[src/rtl/seven_seg_pkg.sv]
// seven_seg_pkg: segment type, active-low hex segment table and scanner states
package seven_seg_pkg;
  typedef logic [6:0] seg_t;
  localparam seg_t SEG_BLANK = 7'h7F;
  localparam seg_t SEG_TABLE [16] = '{
    7'h40, 7'h79, 7'h24, 7'h30, 7'h19, 7'h12, 7'h02, 7'h78,
    7'h00, 7'h10, 7'h08, 7'h03, 7'h46, 7'h21, 7'h06, 7'h0E
  };
  typedef enum logic {GAP, SHOW} state_t;
endpackage

[src/rtl/seven_seg_scanner_hex_to_seg.sv]
// hex_to_seg: combinational nibble to active-low {g,f,e,d,c,b,a} pattern
module hex_to_seg
  import seven_seg_pkg::*;
(
  input  logic [3:0] i_nib,
  output seg_t       o_seg
);
  assign o_seg = SEG_TABLE[i_nib];
endmodule

[src/rtl/seven_seg_scanner.sv]
// seven_seg_scanner: multiplexes DIGITS nibbles onto a common-anode display with blank gaps.
// Optional digit blinking is enabled by defining SEVEN_SEG_SCANNER_BLINK_EN.
module seven_seg_scanner
  import seven_seg_pkg::*;
#(
  parameter int DIGITS       = 4,
  parameter int PRESCALE     = 100000,
  parameter int BLANK_CYCLES = 16
`ifdef SEVEN_SEG_SCANNER_BLINK_EN
  , parameter int BLINK_DIV  = 250
`endif
) (
  input  logic                  i_clk,
  input  logic                  i_rst_n,
  input  logic [4*DIGITS-1:0]   i_digits,
  input  logic [DIGITS-1:0]     i_dp_in,
`ifdef SEVEN_SEG_SCANNER_BLINK_EN
  input  logic [DIGITS-1:0]     i_blink_mask,
`endif
  output logic [DIGITS-1:0]     o_an,
  output seg_t                  o_seg,
  output logic                  o_dp
);
  localparam int IW   = $clog2(DIGITS);
  localparam int CMAX = PRESCALE > BLANK_CYCLES ? PRESCALE : BLANK_CYCLES;
  localparam int CW   = $clog2(CMAX + 1);
  localparam logic [CW-1:0] SHOW_LAST = CW'(PRESCALE - 1);
  localparam logic [CW-1:0] GAP_LAST  = CW'(BLANK_CYCLES - 1);
  localparam logic [IW-1:0] IDX_LAST  = IW'(DIGITS - 1);

  state_t        r_state, w_state_nxt;
  logic [CW-1:0] r_cnt;
  logic [IW-1:0] r_idx;
  logic          w_last, w_wrap, w_lit;
  logic [3:0]    w_nib;
  seg_t          w_seg;

  assign w_last = r_cnt == (r_state == SHOW ? SHOW_LAST : GAP_LAST);
  assign w_wrap = r_state == SHOW && w_last && r_idx == IDX_LAST;
  assign w_nib  = i_digits[{r_idx, 2'b00} +: 4];

  hex_to_seg u_dec (.i_nib(w_nib), .o_seg(w_seg));

  always_ff @(posedge i_clk or negedge i_rst_n)
    if (!i_rst_n) r_state <= GAP;
    else          r_state <= w_state_nxt;

  always_comb begin
    w_state_nxt = r_state;
    if (w_last) w_state_nxt = r_state == GAP ? SHOW : GAP;
  end

`ifdef SEVEN_SEG_SCANNER_BLINK_EN
  localparam int RW = $clog2(BLINK_DIV + 1);
  localparam logic [RW-1:0] RND_LAST = RW'(BLINK_DIV - 1);
  logic          r_phase;
  logic [RW-1:0] r_rnd;
  always_ff @(posedge i_clk or negedge i_rst_n)
    if (!i_rst_n) begin
      r_phase <= 1'b1;
      r_rnd   <= '0;
    end else if (w_wrap) begin
      r_rnd   <= r_rnd == RND_LAST ? '0 : r_rnd + 1'b1;
      r_phase <= r_rnd == RND_LAST ? ~r_phase : r_phase;
    end
  assign w_lit = r_phase | ~i_blink_mask[r_idx];
`else
  assign w_lit = 1'b1;
`endif

  // The output registers double as the capture registers: loaded once per slot, held until the next edge
  always_ff @(posedge i_clk or negedge i_rst_n)
    if (!i_rst_n) begin
      r_cnt <= '0;
      r_idx <= '0;
      o_an  <= '1;
      o_seg <= SEG_BLANK;
      o_dp  <= 1'b1;
    end else if (w_last) begin
      r_cnt <= '0;
      if (r_state == GAP) begin
        o_an  <= w_lit ? ~(DIGITS'(1) << r_idx) : '1;
        o_seg <= w_lit ? w_seg : SEG_BLANK;
        o_dp  <= ~(w_lit & i_dp_in[r_idx]);
      end else begin
        r_idx <= r_idx == IDX_LAST ? '0 : r_idx + 1'b1;
        o_an  <= '1;
        o_seg <= SEG_BLANK;
        o_dp  <= 1'b1;
      end
    end else begin
      r_cnt <= r_cnt + 1'b1;
    end
endmodule

[config.mk]
export PLATFORM = sky130hd
export DESIGN_NAME = seven_seg_scanner
export DESIGN_NICKNAME = d
export VERILOG_FILES = /design/src/rtl/seven_seg_pkg.sv /design/src/rtl/seven_seg_scanner_hex_to_seg.sv /design/src/rtl/seven_seg_scanner.sv
export SDC_FILE = /design/constraint.sdc
export NUM_CORES = 1
export LEC_CHECK = 0
export CORE_MARGIN = 2
export CORE_UTILIZATION = 45
export CTS_BUF_LIST = sky130_fd_sc_hd__clkbuf_4
export CTS_CLUSTER_DIAMETER = 50
export DETAILED_ROUTE_END_ITERATION = 10
export PLACE_DENSITY = 0.74
export SYNTH_ARGS = -nofsm -noshare
export SYNTH_HDL_FRONTEND = slang
export SYNTH_SLANG_ARGS = --single-unit
[constraint.sdc]
create_clock -name i_clk -period 2.05 [get_ports i_clk]
set_input_delay 0.205 -clock i_clk [delete_from_list [all_inputs] [get_ports i_clk]]
set_output_delay 0.205 -clock i_clk [all_outputs]
set_load 0.02 [all_outputs]
# --- After elaboration in Yosys (flattened, before gate mapping) ---
# Memory sizes are Yosys's and may differ from the RTL's.
# Index checks and enable logic that the tools add are counted.
# Widths: inputs -> output; s select.
classes:
  n_addsub: 2
  order_cmp: 2
  eq_ne: 2
  n_shift: 2
  n_mux: 11
  bitwise_logic: 3
  reduce_logical: 1
ops:
  columns: ["operator", "n"]
  rows:
  - ["$mux 17", 2]
  - ["$mux 7", 3]
  - ["$add 17x1->17 const B", 1]
  - ["$eq 17x17->1", 1]
  - ["$shiftx 16x5->4", 1]
  - ["$ge 5x5->1 const B", 1]
  - ["$not 4->5", 1]
  - ["$mux 4", 1]
  - ["$not 4->4", 1]
  - ["$shl 1x2->4 const A", 1]
  - ["$lt 2x3->1 const B", 1]
  - ["$mux 1", 3]
  - ["$add 2x1->2 const B", 1]
  - ["$bmux 1 s2", 1]
  - ["$eq 2x2->1 const B", 1]
  - ["$mux 2", 1]
  - ["$reduce_and 2->1", 1]
  - ["$not 1->1", 1]
word_totals:
  register_bits: 32
  romBits: 112
  input_bits: 22
  output_inout_bits: 12
  wordCells: 30
  n_memories: 1
memory_table:
  columns: ["memory", "words", "word_bits", "read_ports", "rd_clocked_by_memory_dff", "wr", "line", "source"]
  rows:
  - ["(name not given)", 16, 7, 1, 0, 0, "seven_seg_scanner_hex_to_seg.sv:8", "assign o_seg = SEG_TABLE[i_nib];"]

# --- Longest topological paths before layout ---
# Gate-level depths: netlist of the first run.
logic_depth:
  word_depth: 6
  depth_mapped: 7
  mapped_depth_nobuf: 6

# --- Hierarchy ---
# From an unflattened synthesis of the first run, not the netlist that was laid out.
hier_totals:
  hier_cells: 165
  area_unflattened_um2: 1838.0
by_module_without_submodules:
  columns: ["mod", "n_inst", "cells_each", "area_per_inst_um2", "seq_area_each_um2"]
  rows:
  - ["seven_seg_scanner", 1, 130, 1566.5, 815.8]
  - ["hex_to_seg", 1, 35, 271.5, 0.0]

# --- Worst setup path before layout of the first run ---
# No wires, ideal clock.
synth_timing:
  kind: "reg2reg"
  from: "reg r_idx[0]"
  to: "reg o_seg[3]"
  setup_ps: 61
  t_arrival_ps: 2047
  required_time_ps: 1989
  slack_ps: -58
  stages_incl_launch_ff: 8
  n_path_buf: 1
  synth_period_minus_slack_ps: 2108
  path_cell_list: "dfrtp_1 > buf_6 > mux4_1 > inv_1 > ha_1 > or2_2 > a21boi_1 > o32a_1"
synth_via:
  elab_chain_cells: 6
synth_lines:
  columns: ["element", "line", "source"]
  rows:
  - ["start: declaration", "seven_seg_scanner.sv:33", "logic [IW-1:0] r_idx;"]
  - ["start signal: assignment", "seven_seg_scanner.sv:86", "r_idx <= r_idx == IDX_LAST ? '0 : r_idx + 1'b1;"]
  - ["$shiftx 16x5->4", "seven_seg_scanner.sv:40", "assign w_nib = i_digits[{r_idx, 2'b00} +: 4];"]
  - ["$not 4->5 (not written as such)", "seven_seg_scanner_hex_to_seg.sv:8", null]
  - ["$mem_v2 16x7", null, null]
  - ["$mux 7 (not written as such) (2 in series)", "seven_seg_scanner_hex_to_seg.sv:8", null]
  - ["$mux 7", "seven_seg_scanner.sv:81", "if (r_state == GAP) begin"]
  - ["end signal: assignment", "seven_seg_scanner.sv:83", "o_seg <= w_lit ? w_seg : SEG_BLANK;"]
  - ["end: declaration", "seven_seg_scanner.sv:21", "output seg_t o_seg,"]
# Every way passes these cells. The select of a mux whose other input is x is not followed.
# A chain may end at the register's enable or synchronous reset.

# --- Worst setup path after layout of the first run ---
layout_timing:
  from: "reg r_idx[0]"
  to: "reg o_seg[0]"
# The elaborated chain is that of the path after synthesis.

==> results of run 1 <==
[cell type report]
cell class / instances / area, um2 / area share [%]
Clock buffer: 6 / 45.0 / 1.88
Clock inverter: 2 / 35.0 / 1.46
Inverter: 6 / 22.5 / 0.938
Multi-Input combinational cell: 126 / 1030 / 42.9
Sequential cell: 32 / 816 / 34.0
Tap cell: 50 / 62.6 / 2.61
Timing Repair Buffer: 41 / 390 / 16.3
[timing repair]
action | CTS | global route
resized for setup | 0 | 4
setup buffers | 0 | 0
setup endpoints to repair | 0 | 3
[cell families after synthesis]
| logic type | count (synthesis) | share of synthesized area, % |
|---|---|---|
| AOI/OAI and AO/OA | 26 | 10.4 |
| adders and majority gates | 11 | 7.30 |
| buffers and inverters | 13 | 3.59 |
| muxes | 11 | 10.6 |
| xor gates and xnor gates | 17 | 7.90 |
| and+or+nand+nor | 60 | 16.9 |
| DFF | 32 | 43.3 |
[metal layers]
metal / routed length, um / global-route usage, % / vias up / share of wire, %
li1: - / - / 702 / -
met1: 1730 / 21.0 / 708 / 43
met2: 1970 / 30.5 / 42 / 49
met3: 270 / 4.22 / 12 / 6.7
met4: 76 / 6.62 / 0 / 1.9
met5: 0 / 0 / - / 0
[registers in the layout, summed over array words and instances, names as in the netlist]
signal,cells
o_an,4
o_dp,1
o_seg,7
r_cnt,17
r_idx,2
r_state,1
[where the power goes]
part	switching (W)	internal (W)	total (W)
clock	0.000207	0.000269	0.000476
combinational	0.0000794	0.000101	0.000181
sequential	0.00000702	0.000655	0.000662
[path summary, 6_finish.rpt]
path	slack (ns)	cells past startpoint	endpoint	startpoint
min reg2reg	0.46	1	r_cnt[0]	r_cnt[0]
max reg2reg	0.12	5	o_seg[0]	r_idx[0]
min in group i_clk	0.46	1	r_cnt[0]	r_cnt[0]
max	0.12	5	o_seg[0]	r_idx[0]
min	0.26	2	r_cnt[8]	i_rst_n
max in group asynchronous	1.47	2	o_an[1]	i_rst_n
[critical path, delay by kind of cell, from the launching register on]
kind                   cells  cell delay [ns]
buffers and inverters      1             0.21
AND/OR/NAND/NOR            1             0.38
multiplexers               1             0.64
flip-flops                 1             0.42
AO/OA/AOI/OAI              2             0.19
[stage by stage]
stage / instances / hold slack, ns / total power [W]
floorplan: 170 / -0.0906 / 0.000753
global placement: 254 / 0.436 / 0.000847
detailed placement: 254 / 0.448 / 0.000849
CTS: 262 / 0.261 / 0.00133
global route: 263 / 0.292 / 0.00138
finish: 263 / 0.259 / 0.00132
[cells in the final DEF (no fill, tap or decap), drive strengths merged, types with 5 or more instances in the layout]
cell type	n
dfstp	12
dfrtp	20
xor2	13
clkdlybuf4s50	33
inv	6
ha	11
a2bb2oi	7
clkbuf	6
nand4	5
buf	8
nand3	5
mux4	7
nor2	15
nor3	5
nand2	10
==> summary.log, run 1 <==
INFO  run_status     status=finished clean
INFO  yosys          synth_area=0.00188mm2
INFO  power_and_ir_drop power_per_cell_area=549mW/mm2
INFO  setup_path     worstPathRequired=2.29ns
INFO  yosys          synth_edf_count=0
INFO  yosys          synth_area_leaders=dfrtp_1, dfstp_2, ha_1
INFO  floorplan      fp.dieArea=0.00472mm2
INFO  clock_tree     clk_latency=0.33ns
INFO  cells_and_area flow.area_growth_from_synthesis=27.4%
INFO  yosys          synthArstFlopShare=100%
INFO  sta            tightestPinTransition=0.494ns
INFO  floorplan      placementRows=23
INFO  clock_tree     cts_made_buffers=5
INFO  sta            layout_worst_path_cycle_share=94.3%
INFO  place          placement.setup.worst_slack=-0.0448ns
INFO  cells_and_area utilization=59.6%
INFO  power_and_ir_drop power.static_leakage=1.02nW
INFO  floorplan      die_width=68.7um
INFO  setup_path     worstSetupStartpointType=flop
INFO  sta            maxSlewViolCount=0
INFO  sta            maxClockFrequency=0.518GHz
INFO  clock_tree     cts_hold_repair.buffers=0
INFO  route          detail_route.vias_per_cell=5.57
INFO  cells_and_area nets=245
INFO  yosys          mappedNetlistNets=203
INFO  floorplan      core-area=0.00403mm2
INFO  sta            fin_skew=0.00751ns
INFO  setup_path     timing.critical_path.cells=buf_4 -> mux4_2 -> or3b_1 -> o211ai_1 -> a2bb2oi_1
INFO  yosys          synth.yosys.seq_area_share=43.3%
INFO  route          first_iter_violations=70
INFO  route          route.final.wire_length=4040um
INFO  yosys          post_synth.cell_area_avg=11.1um2
INFO  route          total_number_of_vias=1,464
INFO  setup_path     crit_fanout=13
INFO  route          wire_per_inst=15.4um
INFO  min_path       hold_path_class=in -> async
INFO  place          place_area=0.00228mm2
INFO  setup_path     critical_path.max_stage_delay=0.64ns
INFO  route          firstDrtPassIters=4
INFO  cells_and_area layout.cell_area.non_filler=0.00240mm2
INFO  yosys          synth_top_area_share=26.6%
INFO  clock_tree     h_tree_lvl_count=2
INFO  setup_path     worst-setup-path-type=reg -> reg
INFO  yosys          synth.distinct_cells=40
INFO  grt            grt_usage=17.6%
INFO  place          detailedPlacementHpwl=2790um
INFO  floorplan      io_pins=34
INFO  job            cap_viol_max_count=0
INFO  grt            antenna_found_initial=0
INFO  sta            min_cycle_time_layout=1.93ns
INFO  yosys          synth_commonest_cells=dfrtp_1, nor2_1, xor2_1, dfstp_2, ha_1
INFO  sta            report.final.setup_viol=0
INFO  setup_path     crit_arrival=2.17ns
INFO  yosys          synth.ff_latch_count=32
INFO  grt            largest_net_degree_at_the_start_of_global_routing=33
INFO  floorplan      die_h=68.7um
INFO  yosys          synth_ff_type=dfrtp_1
INFO  sta            tns=0ns
INFO  route          drtAntennaViolNets=0
INFO  yosys          synthMostInstantiatedCell=dfrtp_1
INFO  cells_and_area layout_fillers=327
INFO  grt            grt_pass1_wl=6200um
INFO  clock_tree     cts_tree=done
INFO  cells_and_area drive_above_1_share=19.7%
INFO  power_and_ir_drop irDropWorstVdd=0.407mV
INFO  place          replace_congestion=0.854
INFO  grt            first_global_vias=1,429
INFO  setup_path     end_kind=flop
INFO  setup_path     cpMaxStageDelayCell=mux4_2
INFO  sta            grt_setup_unrepaired=false
INFO  sta            hold_viol=0
INFO  yosys          synth-warning-count=0
INFO  clock_tree     cts_root_buf=clkbuf_4
INFO  cells_and_area insertedDiodeCount=0
INFO  route          drt_drc_violations_left=0
INFO  floorplan      floorplan.initialDensity=46.8%
INFO  grt            global_route.overflow_total=0
INFO  clock_tree     cts.sinks=32
INFO  clock_tree     clk_path_buf_depth=2
INFO  clock_tree     clk_transition_reported_paths=0.10ns
INFO  yosys          synth_top_area_cell=dfrtp_1
INFO  place          io_buffer_count=33
INFO  yosys          post_synth_inst_count=170
INFO  sta            timing.final.ws_setup=0.118ns
INFO  sta            relative_slew_slack=66.9%
No activity file was read; power rests on OpenSTA's default activity.
==> inputs of run 2 (changes only) <==
CELL_PAD_IN_SITES_DETAIL_PLACEMENT = 0   (was unset)
CELL_PAD_IN_SITES_GLOBAL_PLACEMENT = 1   (was unset)
CORE_UTILIZATION = 38   (was 45)
HOLD_SLACK_MARGIN = 0.1   (was unset)
PLACE_DENSITY = 0.78   (was 0.74)
==> run 2 against run 1 <==
  * Sequential cell count is the same
  * Non-clock buffer count grew 3
  * Total power shrank 1.1%
  * Cell count grew 7.6%
  * Wire length grew 6.0%
  * Register-to-register slack lost 0.03 ns
  * Hold slack lost 0.0035 ns
  * Clock-buffer cell count shrank 1
  * Combinational power grew 5%
  * Final area grew 1.6%
  * Critical path type unchanged
  * Highest routed layer unchanged
==> summary.log, run 2 (synthesized netlist as in run 1, its figures left out) <==
INFO  sta            maxClockFrequency=0.510GHz
INFO  route          topRoutingLayerUsed=met4
INFO  floorplan      placementRows=25
INFO  min_path       hold_path_class=in -> async
INFO  route          detail_route.vias_per_cell=5.10
INFO  route          first_iter_violations=70
INFO  sta            min_cycle_time_layout=1.96ns
INFO  route          drtAntennaViolNets=0
INFO  sta            fin_skew=0.00990ns
INFO  power_and_ir_drop irDropWorstVdd=0.666mV
INFO  floorplan      core-area=0.00475mm2
INFO  clock_tree     cts_made_buffers=5
INFO  clock_tree     cts_tree=done
INFO  grt            largest_net_degree_at_the_start_of_global_routing=33
INFO  cells_and_area insertedDiodeCount=0
INFO  sta            tns=0ns
INFO  cells_and_area utilization=51.3%
INFO  cells_and_area layout.cell_area.non_filler=0.00244mm2
INFO  route          firstDrtPassIters=4
INFO  place          place_area=0.00231mm2
INFO  clock_tree     cts.sinks=32
INFO  job            cap_viol_max_count=0
INFO  cells_and_area largest_register_ffs=17
INFO  floorplan      die_h=74.4um
INFO  floorplan      floorplan.initialDensity=39.6%
INFO  setup_path     crit_fanout=4
INFO  route          route.final.wire_length=4280um
INFO  route          wire_per_inst=15.1um
INFO  setup_path     cpMaxStageDelayCell=mux4_2
INFO  cells_and_area layout_fillers=453
INFO  floorplan      fp.dieArea=0.00554mm2
INFO  floorplan      io_pins=34
INFO  route          wirelength_met1=1880um
INFO  cells_and_area registers.top_by_ff_count=r_cnt
INFO  power_and_ir_drop power.static_leakage=1.02nW
INFO  setup_path     worstSetupStartpointType=flop
INFO  grt            grt_pass1_wl=6640um
INFO  sta            hold_viol=0
INFO  grt            grt_usage=15.5%
INFO  run_status     status=finished clean
INFO  place          replace_congestion=0.849
INFO  route          drt_drc_violations_left=0
INFO  sta            relative_slew_slack=65.7%
INFO  cells_and_area drive_above_1_share=20.4%
INFO  setup_path     worst-setup-path-type=reg -> reg
INFO  setup_path     crit_arrival=2.24ns
INFO  grt            first_global_vias=1,479
INFO  route          total_number_of_vias=1,443
INFO  route          met2WireLength=2170um
INFO  floorplan      die_width=74.4um
INFO  setup_path     critical_path.max_stage_delay=0.57ns
INFO  cells_and_area multi_input_comb_area=0.00103mm2
INFO  cells_and_area layout.cells.most_common=clkdlybuf4s50_1
INFO  grt            antenna_found_initial=0
INFO  power_and_ir_drop post-layout-total-power=0.00130W
INFO  clock_tree     clk_latency=0.33ns
INFO  route          detailroute.wirelength.met3=189um
INFO  cells_and_area biggestRegsByFlops=r_cnt x17, o_seg x7, o_an x4
INFO  setup_path     critPathTopFamily=multiplexers
INFO  cells_and_area nets=248
INFO  grt            global_route.overflow_total=0
INFO  place          detailedPlacementHpwl=2890um
INFO  cells_and_area final-seq-area=816um2
INFO  sta            tightestPinTransition=0.513ns
INFO  power_and_ir_drop power_per_cell_area=535mW/mm2
INFO  setup_path     worstPathRequired=2.33ns
INFO  clock_tree     clk_transition_reported_paths=0.10ns
INFO  setup_path     critical_path_buf_inv_count=1
INFO  setup_path     timing.critical_path.cells=mux4_2 -> inv_2 -> ha_1 -> or2_2 -> a21boi_2 -> o32a_1
INFO  clock_tree     cts_hold_repair.buffers=0
INFO  place          io_buffer_count=33
INFO  sta            finalHoldWorstSlack=0.256ns
INFO  clock_tree     clk_path_buf_depth=2
INFO  sta            maxSlewViolCount=0
INFO  cells_and_area mostFrequentLayoutCells=clkdlybuf4s50_1, dfrtp_1, nor2_1
INFO  sta            layout_worst_path_cycle_share=95.7%
INFO  sta            report.final.setup_viol=0
INFO  clock_tree     h_tree_lvl_count=2
INFO  setup_path     end_kind=flop
INFO  clock_tree     cts_root_buf=clkbuf_4
INFO  cells_and_area flow.area_growth_from_synthesis=29.4%
-- run 2: what timing repair did --
item / 4_1_cts / 5_1_grt
setup buffers: 0 / 3
gates resized for setup: 0 / 5
endpoints found under the setup margin: 0 / 4
-- run 2: area by class of cell --
| class | count | area share (%) |
|---|---|---|
| Tap cell | 67 | 3.44 |
| Clock inverter | 3 | 1.54 |
| Sequential cell | 32 | 33.5 |
| Multi-Input combinational cell | 126 | 42.2 |
| Inverter | 6 | 0.924 |
| Clock buffer | 5 | 1.54 |
| Timing Repair Buffer | 44 | 16.9 |
-- run 2: per-stage QoR --
step                      cells  setup slack [ns]
after global routing        283           -0.0107
final                       283            0.0886
after CTS                   279            0.0377
after detailed placement    271            -0.101
after floorplan             170            0.0257
after global placement      271           -0.0648
-- run 2: worst register-to-register path: cells and delay by family (launching register included) --
kind	cells	cell delay, ns
AO/OA/AOI/OAI	2	0.26
multiplexers	1	0.57
buffers and inverters	1	0.11
adder cells (fa/ha/maj)	1	0.24
flip-flops	1	0.42
AND/OR/NAND/NOR	1	0.30
-- run 2: per-layer routing --
layer	GRT usage, %	up-vias
met1	18.5	701
met3	4.07	6
met5	0	-
li1	-	710
met2	27.4	26
met4	4.76	0
-- run 2: power by group --
group	leakage (nW)	total [W]	internal, W	switching (W)
Sequential	0.391	0.000662	0.000655	0.00000680
Combinational	0.591	0.000190	0.000106	0.0000839
Clock	0.0403	0.000453	0.000249	0.000204
-- run 2: worst paths after layout --
kind / from / to / slack [ns] / depth (start not counted)
setup / recovery: r_idx[0] / o_seg[3] / 0.09 / 6
hold / removal: i_rst_n / r_cnt[9] / 0.26 / 2
setup reg to reg: r_idx[0] / o_seg[3] / 0.09 / 6
hold reg to reg: r_cnt[0] / r_cnt[0] / 0.45 / 1
max in group asynchronous: i_rst_n / o_an[1] / 1.47 / 2
min in group i_clk: r_cnt[0] / r_cnt[0] / 0.45 / 1
==> inputs of run 3 (changes only) <==
CORE_UTILIZATION = 45   (was 38)
PLACE_DENSITY = 0.87   (was 0.78)
clock period = 2.3 ns   (was 2.05 ns; I/O delays follow)
==> run 3 against run 2 <==
  * Register-to-register slack better by 0.04 ns
  * Largest cell class unchanged
  * Global-route usage rose by 2.4 points
  * Hold slack improved by 0.012 ns
  * Critical path type unchanged
==> summary.log, run 3 (synthesized netlist as in run 1, its figures left out) <==
INFO  grt            first_global_vias=1,353
INFO  floorplan      core-area=0.00403mm2
INFO  setup_path     crit_fanout=5
INFO  cells_and_area flow.area_growth_from_synthesis=25.1%
INFO  job            cap_viol_max_count=0
INFO  grt            gr-usage-met2=28.4%
INFO  cells_and_area nets=242
INFO  sta            layout_worst_path_cycle_share=94.2%
INFO  floorplan      floorplan.initialDensity=46.8%
INFO  clock_tree     cts.sinks=32
INFO  sta            report.final.setup_viol=0
INFO  route          firstDrtPassIters=4
INFO  grt            grt.met1_usage=23.1%
INFO  clock_tree     cts_root_buf=clkbuf_4
INFO  floorplan      placementRows=23
INFO  cells_and_area layout.cell_area.non_filler=0.00236mm2
INFO  route          drtAntennaViolNets=0
INFO  clock_tree     clk_path_buf_depth=2
INFO  route          route.final.wire_length=3790um
INFO  grt            largest_net_degree_at_the_start_of_global_routing=33
INFO  sta            hold_viol=0
INFO  floorplan      die_h=68.7um
INFO  cells_and_area registers.top_by_ff_count=r_cnt
INFO  sta            tightestPinTransition=0.471ns
INFO  sta            fin_skew=0.00473ns
INFO  grt            gr-usage-met3=5.19%
INFO  grt            grt_pass1_wl=6150um
INFO  route          drt_drc_violations_left=0
INFO  place          replace_congestion=0.795
INFO  sta            relative_slew_slack=68.5%
INFO  cells_and_area largest_register_ffs=17
INFO  setup_path     worst-setup-path-type=reg -> reg
INFO  sta            maxClockFrequency=0.462GHz
INFO  clock_tree     cts_tree=done
INFO  grt            antenna_found_initial=0
INFO  setup_path     timing.critical_path.from=r_idx[0]
INFO  place          cell_count_after_placement=252
INFO  route          total_number_of_vias=1,389
INFO  clock_tree     clk_latency=0.34ns
INFO  cells_and_area mostFrequentLayoutCells=clkdlybuf4s50_1, dfrtp_1, nor2_1
INFO  setup_path     end_kind=flop
INFO  floorplan      io_pins=34
INFO  cells_and_area post_layout_nonfiller_instances=260
INFO  setup_path     crit_arrival=2.45ns
INFO  grt            global_route.overflow_total=0
INFO  cells_and_area biggestRegsByFlops=r_cnt x17, o_seg x7, o_an x4
INFO  floorplan      fp.dieArea=0.00472mm2
INFO  clock_tree     h_tree_lvl_count=2
INFO  place          io_buffer_count=33
INFO  sta            grt_setup_unrepaired=false
INFO  cells_and_area drive_above_1_share=16.2%
INFO  grt            grt.busiest_layer=met2
INFO  clock_tree     clk_transition_reported_paths=0.10ns
INFO  setup_path     worstSetupStartpointType=flop
INFO  clock_tree     cts_hold_repair.buffers=0
INFO  setup_path     worstPathRequired=2.58ns
INFO  cells_and_area insertedDiodeCount=0
INFO  run_status     status=finished clean
INFO  place          placement.setup.worst_slack=-0.0519ns
INFO  floorplan      die_width=68.7um
INFO  power_and_ir_drop irDropWorstVdd=0.294mV
INFO  power_and_ir_drop power_per_cell_area=494mW/mm2
INFO  route          first_iter_violations=50
INFO  clock_tree     postCtsResizedCells=0
INFO  grt            grt_usage=17.9%
INFO  place          detailedPlacementHpwl=3030um
INFO  clock_tree     cts_made_buffers=5
INFO  place          place_area=0.00228mm2
INFO  min_path       hold_path_class=in -> async
INFO  route          detail_route.vias_per_cell=5.34
INFO  sta            min_cycle_time_layout=2.17ns
INFO  cells_and_area layout.cells.most_common=clkdlybuf4s50_1
INFO  setup_path     reg2reg_from=r_idx[0]
INFO  clock_tree     postCtsSetupBuffers=0
INFO  route          wire_per_inst=14.6um
INFO  sta            maxSlewViolCount=0
INFO  sta            timing.final.ws_setup=0.134ns
INFO  power_and_ir_drop power.static_leakage=1.00nW
==> run 3: changes by cell type in the layout (fill, tap and decap cells not counted), moves of 2 or more <==
cell      delta
ha_1         +2
inv_1        +2
ha_2         -2
inv_2        -2
clkinv_1     -2
buf_4        -5
mux4_2       -2
==> run 3: area by class of cell <==
cell class,count,area (um2)
Fill cell,344,1670
Multi-Input combinational cell,125,1000
Sequential cell,32,816
Timing Repair Buffer,39,375
Tap cell,50,62.6
Clock inverter,3,42.5
Clock buffer,5,37.5
Inverter,6,22.5
==> run 3: final timing paths <==
check	cells after the start	to	slack [ns]
max	6	o_seg[3]	0.13
min	2	r_cnt[5]	0.27
max reg2reg	6	o_seg[3]	0.13
min reg2reg	1	r_cnt[0]	0.46
max in group asynchronous	2	o_seg[4]	1.71
min in group i_clk	1	r_cnt[0]	0.46
==> run 3: critical path, stage by stage, from the launching register on <==
cell	delay, ns
dfrtp_1	0.43
mux4_1	0.68
inv_1	0.17
ha_1	0.26
or2_2	0.29
a21boi_1	0.13
o32a_1	0.15
==> run 3: where the power goes <==
group          switching, W  leakage (nW)  total (W)  internal (W)
clock              0.000193        0.0412   0.000420      0.000226
combinational     0.0000673         0.571   0.000154     0.0000869
sequential       0.00000706         0.391   0.000591      0.000584
total              0.000268          1.00    0.00116      0.000897
==> run 3: metal layers <==
| layer | vias to the layer above | routed length [um] |
|---|---|---|
| li1 | 695 | - |
| met5 | - | 0 |
| met1 | 669 | 1710 |
| met4 | 0 | 66 |
| met2 | 17 | 1900 |
| met3 | 8 | 114 |
==> run 3: per-stage QoR <==
stage / hold slack (ns) / TNS (ns) / power, W / util, %
floorplan: -0.0656 / 0 / 0.000671 / -
finish: 0.268 / 0 / 0.00116 / 58.5
CTS: 0.263 / 0 / 0.00118 / 58.5
detailed placement: 0.453 / -0.0519 / 0.000757 / 56.5
global placement: 0.438 / 0 / 0.000753 / 56.5
global route: 0.276 / 0 / 0.00122 / 58.5
